--- config.mk ---
export PLATFORM = sky130hd
export DESIGN_NAME = v3_param_sync_fifo
export DESIGN_NICKNAME = d
export VERILOG_FILES = /design/src/rtl/ft_fifo_pkg.sv /design/src/rtl/ft_fifo_ram_2p.sv /design/src/rtl/v3_param_sync_fifo.sv
export SDC_FILE = /design/constraint.sdc
export NUM_CORES = 1
export LEC_CHECK = 0
export ABC_AREA = 1
export ABC_CLOCK_PERIOD_IN_PS = 5500
export CAP_MARGIN = 40
export CORE_UTILIZATION = 40
export DETAILED_ROUTE_END_ITERATION = 10
export PLACE_DENSITY_LB_ADDON = 0.25
export SETUP_SLACK_MARGIN = 0.1
export SLEW_MARGIN = 20
export SYNTH_ARGS = -nofsm -noshare
export SYNTH_HDL_FRONTEND = slang
export SYNTH_SLANG_ARGS = --single-unit
--- constraint.sdc ---
create_clock -name clk -period 5.5 [get_ports clk]
set_clock_uncertainty 0.2 [all_clocks]
set_input_delay 0.55 -clock clk [delete_from_list [all_inputs] [get_ports clk]]
set_output_delay 0.55 -clock clk [all_outputs]
set_load 0.005 [all_outputs]
--- src/rtl/ft_fifo_pkg.sv ---
// Shared types and helpers for the FT600 staging FIFO.
// Address width helper plus the packed status bundle.
package ft_fifo_pkg;

  function automatic int fifo_addr_w(input int depth);
    return (depth < 2) ? 1 : $clog2(depth);
  endfunction

  typedef struct packed {
    logic full;
    logic empty;
    logic almost_full;
    logic almost_empty;
    logic overflow;
    logic underflow;
  } fifo_status_t;

endpackage

--- src/rtl/ft_fifo_ram_2p.sv ---
// Two-port storage array for the FT600 FIFO.
// Synchronous write, asynchronous read, no reset.
module ft_fifo_ram_2p
  import ft_fifo_pkg::*;
#(
  parameter int DATA_WIDTH = 16,
  parameter int DEPTH = 16,
  localparam int ADDR_W = fifo_addr_w(DEPTH)
) (
  input  logic                  clk,
  input  logic                  we,
  input  logic [ADDR_W-1:0]     waddr,
  input  logic [DATA_WIDTH-1:0] wdata,
  input  logic [ADDR_W-1:0]     raddr,
  output logic [DATA_WIDTH-1:0] rdata
);

  logic [DATA_WIDTH-1:0] mem [DEPTH];

  always_ff @(posedge clk) begin
    if (we) begin
      mem[waddr] <= wdata;
    end
  end

  assign rdata = mem[raddr];

endmodule

--- src/rtl/v3_param_sync_fifo.sv ---
// Single-clock FIFO for FT600 USB RX/TX staging.
// Full-depth occupancy, thresholds, sticky errors, flush, std/FWFT read.
module v3_param_sync_fifo
  import ft_fifo_pkg::*;
#(
  parameter int DATA_WIDTH = 16,
  parameter int DEPTH = 16,
  parameter int FWFT = 0,
  parameter int AF_THRESH = 14,
  parameter int AE_THRESH = 2,
  localparam int ADDR_W = fifo_addr_w(DEPTH)
) (
  input  logic                  clk,
  input  logic                  rst_n,
  input  logic                  clr,
  input  logic                  w_en,
  input  logic [DATA_WIDTH-1:0] data_in,
  input  logic                  r_en,
  output logic [DATA_WIDTH-1:0] data_out,
  output logic                  rd_valid,
  output logic                  full,
  output logic                  empty,
  output logic                  almost_full,
  output logic                  almost_empty,
  output logic [ADDR_W:0]       count,
  output logic                  overflow,
  output logic                  underflow
);

  localparam logic [ADDR_W:0] DEPTH_C = (ADDR_W + 1)'(DEPTH);
  localparam logic [ADDR_W:0] AF_C = (ADDR_W + 1)'(AF_THRESH);
  localparam logic [ADDR_W:0] AE_C = (ADDR_W + 1)'(AE_THRESH);
  localparam logic [ADDR_W:0] ONE = (ADDR_W + 1)'(1);

  if ((DEPTH < 2) || ((DEPTH & (DEPTH - 1)) != 0)) begin : g_bad_depth
    $error("v3_param_sync_fifo: DEPTH must be a power of two >= 2");
  end
  if ((AF_THRESH < 1) || (AF_THRESH > DEPTH)) begin : g_bad_af
    $error("v3_param_sync_fifo: AF_THRESH out of range");
  end
  if ((AE_THRESH < 0) || (AE_THRESH > DEPTH - 1)) begin : g_bad_ae
    $error("v3_param_sync_fifo: AE_THRESH out of range");
  end

  logic [ADDR_W:0]       w_ptr;
  logic [ADDR_W:0]       r_ptr;
  logic [ADDR_W:0]       cnt;
  logic                  ovf_q;
  logic                  unf_q;
  logic                  w_acc;
  logic                  r_acc;
  logic                  ram_we;
  logic [DATA_WIDTH-1:0] rd_data;
  fifo_status_t          st;

  // Flags come only from registered state, so no input-to-flag path.
  assign st.full         = (cnt == DEPTH_C);
  assign st.empty        = (cnt == '0);
  assign st.almost_full  = (cnt >= AF_C);
  assign st.almost_empty = (cnt <= AE_C);
  assign st.overflow     = ovf_q;
  assign st.underflow    = unf_q;

  assign w_acc  = w_en & ~st.full;
  assign r_acc  = r_en & ~st.empty;
  assign ram_we = w_acc & ~clr;

  always_ff @(posedge clk or negedge rst_n) begin
    if (!rst_n) begin
      w_ptr <= '0;
      r_ptr <= '0;
      cnt   <= '0;
      ovf_q <= 1'b0;
      unf_q <= 1'b0;
    end else if (clr) begin
      w_ptr <= '0;
      r_ptr <= '0;
      cnt   <= '0;
      ovf_q <= 1'b0;
      unf_q <= 1'b0;
    end else begin
      if (w_acc) begin
        w_ptr <= w_ptr + ONE;
      end
      if (r_acc) begin
        r_ptr <= r_ptr + ONE;
      end
      cnt <= cnt
           + {{ADDR_W{1'b0}}, w_acc}
           - {{ADDR_W{1'b0}}, r_acc};
      if (w_en & st.full) begin
        ovf_q <= 1'b1;
      end
      if (r_en & st.empty) begin
        unf_q <= 1'b1;
      end
    end
  end

  ft_fifo_ram_2p #(
    .DATA_WIDTH(DATA_WIDTH),
    .DEPTH     (DEPTH)
  ) u_ram (
    .clk  (clk),
    .we   (ram_we),
    .waddr(w_ptr[ADDR_W-1:0]),
    .wdata(data_in),
    .raddr(r_ptr[ADDR_W-1:0]),
    .rdata(rd_data)
  );

  if (FWFT == 0) begin : g_std
    logic [DATA_WIDTH-1:0] dout_q;
    logic                  rv_q;

    always_ff @(posedge clk or negedge rst_n) begin
      if (!rst_n) begin
        dout_q <= '0;
        rv_q   <= 1'b0;
      end else if (clr) begin
        dout_q <= '0;
        rv_q   <= 1'b0;
      end else begin
        rv_q <= r_acc;
        if (r_acc) begin
          dout_q <= rd_data;
        end
      end
    end

    assign data_out = dout_q;
    assign rd_valid = rv_q;
  end else begin : g_fwft
    assign data_out = rd_data;
    assign rd_valid = ~st.empty;
  end

  assign full         = st.full;
  assign empty        = st.empty;
  assign almost_full  = st.almost_full;
  assign almost_empty = st.almost_empty;
  assign overflow     = st.overflow;
  assign underflow    = st.underflow;
  assign count        = cnt;

endmodule

==> impl_metrics.py <==
metrics = {
    "layout": {
        "non_filler_cells_final": 1717,
        "fillerInstances": 2877,
        "area_taken_by_multi_input_logic_gates_um2": 3010,
        "sequential_cell_area_um2": 8490,
        "nNetsFinal": 1334,
        "area_growth_syn_to_layout_pct": 18.2,
        "utilization_pct": 48.2,
        "antennaDiodeCount": 0,
        "layout_cells_sized_above_1_pct": 8.33,
    },
    "critical_path": {
        "regToRegStartpoint": "r_ptr[0]",
        "critical_path_at_ps": 3720,
        "worst_setup_path_start_kind": "flop",
        "critPathKind": "reg2reg",
        "critical_path.endpoint_type": "flop",
        "crit_required_ps": 5750,
        "critical_path_source": "r_ptr[0]",
        "critical_path_peak_fanout": 68,
    },
    "clock_tree": {
        "clock-sinks": 288,
        "cts.clk_slew.worst_paths_ps": 70,
        "cts.repair.resized": 0,
        "clock_tree_from_tritoncts": "built",
        "clk_path_buf_depth": 3,
        "h-tree-depth": 1,
        "cts_root_buffer": "sky130_fd_sc_hd__clkbuf_16",
        "worst_skew_pair.late_latency_ps": 560,
        "cts_made_buffers": 30,
    },
    "die": {
        "io_pins": 49,
        "placeableCoreArea_um2": 30700,
        "die_w_um": 179,
        "total_die_area_um2": 32100,
        "starting_density_of_the_core_pct": 40.8,
        "floorplan.rows": 64,
        "die-height_um": 179,
    },
    "logic_synthesis": {
        "postSynthCellCount": 1234,
        "net_count_after_synthesis": 1271,
        "synth.ff_latch_count": 288,
        "synth_largest_area_cell": "sky130_fd_sc_hd__edfxtp_1",
        "synthesis.yosys.warnings": 0,
        "synth.yosys.seq_area_share_pct": 67.7,
        "most_frequent_cells_after_synthesis": "sky130_fd_sc_hd__nand2_1, sky130_fd_sc_hd__edfxtp_1, sky130_fd_sc_hd__inv_1, sky130_fd_sc_hd__nand3_1, sky130_fd_sc_hd__buf_2",
        "postSynthAreaPerCell_um2": 10.2,
        "dominantRegCellSynth": "sky130_fd_sc_hd__edfxtp_1",
        "number_of_distinct_library_cells_after_synthesis": 22,
        "most_common_cell_in_the_netlist": "sky130_fd_sc_hd__nand2_1",
        "count_of_flip_flops_with_a_built_in_enable_after_synthesis": 256,
        "ys_top_cells_by_area": "sky130_fd_sc_hd__edfxtp_1, sky130_fd_sc_hd__nand2_1, sky130_fd_sc_hd__nand3_1",
        "syn-cell-area_um2": 12500,
        "async_flop_share_pct": 11.1,
        "netlist.area_leader.share_pct": 61.3,
    },
    "power_and_ir_drop": {
        "vdd_ir_drop_max_v": 0.000220,
        "power.density_nw_per_um2": 411,
        "p_leak_nw": 6.35,
    },
    "detailed_routing": {
        "dr_total_vias": 8496,
        "route.detailed.wl_per_inst_um": 19.2,
        "routed_wirelength_um": 32900,
        "route.antenna.remaining_nets": 0,
        "remaining_drc_errors": 0,
        "post_drt_via_cell_ratio": 4.95,
        "drt_first_pass_iters": 5,
        "first_iter_violations": 982,
    },
    "min_path": {
        "worst_hold_path_type": "in2async",
    },
    "outcome": {
        "outcome": "finished, final reports clean",
    },
    "global_route": {
        "grt_antenna_before_repair": 0,
        "grt_first_pass_wirelength_um": 49700,
        "remaining_overflow_grt": 0,
        "grt_start_max_net_pins": 69,
        "grt_use_total_pct": 21.2,
        "via_count_of_the_first_global_routing_pass": 8004,
    },
    "sta": {
        "max_freq_mhz": 288,
        "setup_viol": 0,
        "timing.max_slew.rel_slack_pct": 44.3,
        "layout_min_cycle_time_ps": 3470,
        "slew_viol_final": 0,
        "post-route-period-util_pct": 63.0,
        "final_hold_viol_count": 0,
        "finalSetupTns_ps": 0,
        "grt_setup_unrepaired": "false",
        "least_margin_pin_slew_ps": 833,
    },
    "placement": {
        "place_hpwl_um": 20900,
        "routabilityCongestion": 0.839,
        "io_buffer_count": 48,
        "placed_cells": 1648,
    },
    "flow_run": {
        "timing.max_cap.violations": 0,
    },
}
## cell type report
cell class,count,share of cell area (%)
Timing Repair Buffer,87,6.64
Clock buffer,33,5.28
Tap cell,396,3.34
Sequential cell,288,57.3
Inverter,217,5.50
Clock inverter,23,1.62
Multi-Input combinational cell,673,20.3
## worst paths after layout
kind	slack, ps	depth (start not counted)	endpoint
max in group asynchronous	4350	3	data_out[1]
setup / recovery	2030	10	data_out[0]
setup reg to reg	2030	10	data_out[0]
hold reg to reg	280	2	data_out[0]
min in group clk	280	2	data_out[0]
hold / removal	280	2	r_ptr[0]
## what timing repair did
action / in CTS / in global routing
endpoints found under the hold margin: 15 / 0
hold buffers: 1 / 0
buffers inserted: 0 / 0
endpoints found under the setup margin: 0 / 0
## state kept, by name, indices dropped and copies added (netlist names)
name	cells
rd_valid	1
w_ptr	4
overflow	1
data_out	16
r_ptr	4
underflow	1
u_ram.mem	256
count	5
## layout by cell type, fill, tap and decap left out, drive strengths merged
cell,Yosys,routed
clkinvlp,0,2
nor3,2,2
clkdlybuf4s50,0,47
fa,1,1
clkinv,1,18
nand4,2,2
nand3,200,200
inv,216,215
dlygate4sd3,0,1
o21ai,12,12
buf,45,39
dfrtp,32,32
edfxtp,256,256
ha,15,15
bufinv,0,5
clkbuf,11,33
o21a,1,1
xor2,1,1
nor2,26,26
nand2,405,405
a21oi,8,8
## routing by layer
metal  vias to the layer above  GRT usage, %  routed length (um)
li1                       4090             -                   -
met1                      4045          31.5               15000
met2                       303          31.5               14500
met3                        58          3.05                2460
met4                         0          7.38                 934
met5                         -             0                   0
## worst max-delay path, stage by stage, from the launching register on
cell and delay [ps]:
sky130_fd_sc_hd__dfrtp_4 900, sky130_fd_sc_hd__clkinv_2 780, sky130_fd_sc_hd__buf_4 540, sky130_fd_sc_hd__nand2_1 110
sky130_fd_sc_hd__nand2_1 60, sky130_fd_sc_hd__nand2_1 60, sky130_fd_sc_hd__nand3_1 140, sky130_fd_sc_hd__nand3_1 230
sky130_fd_sc_hd__nand2_1 90, sky130_fd_sc_hd__nand2_1 70, sky130_fd_sc_hd__nand2_1 50
## report_power, final
group	leakage [nW]	internal (mW)	switching (mW)
logic	3.12	0.484	0.894
clock network	0.502	1.25	0.843
registers	2.73	2.48	0.133
## through the flow
step           hold slack, ps  worst slack, ps  total power, mW  cell area, um2
2_1_floorplan            54.4             2890             3.44           12500
3_3_place_gp              264             2110             3.99           13300
3_5_place_dp              269             2120             4.02           13600
4_1_cts                   272             2070             6.12           14700
5_1_grt                   300             1820             6.38           14800
6_report                  279             2030             6.09           14800
## cells by family after synthesis
kind of cell | count (synthesis) | synth area share (%)
buffers and inverters | 273 | 8.61
xor gates and xnor gates | 1 | 0.0699
DFF | 288 | 67.7
adders and majority gates | 16 | 1.66
and+or+nand+nor | 635 | 21.1
AOI/OAI and AO/OA | 21 | 0.858
(Power assumes the default switching activity.)
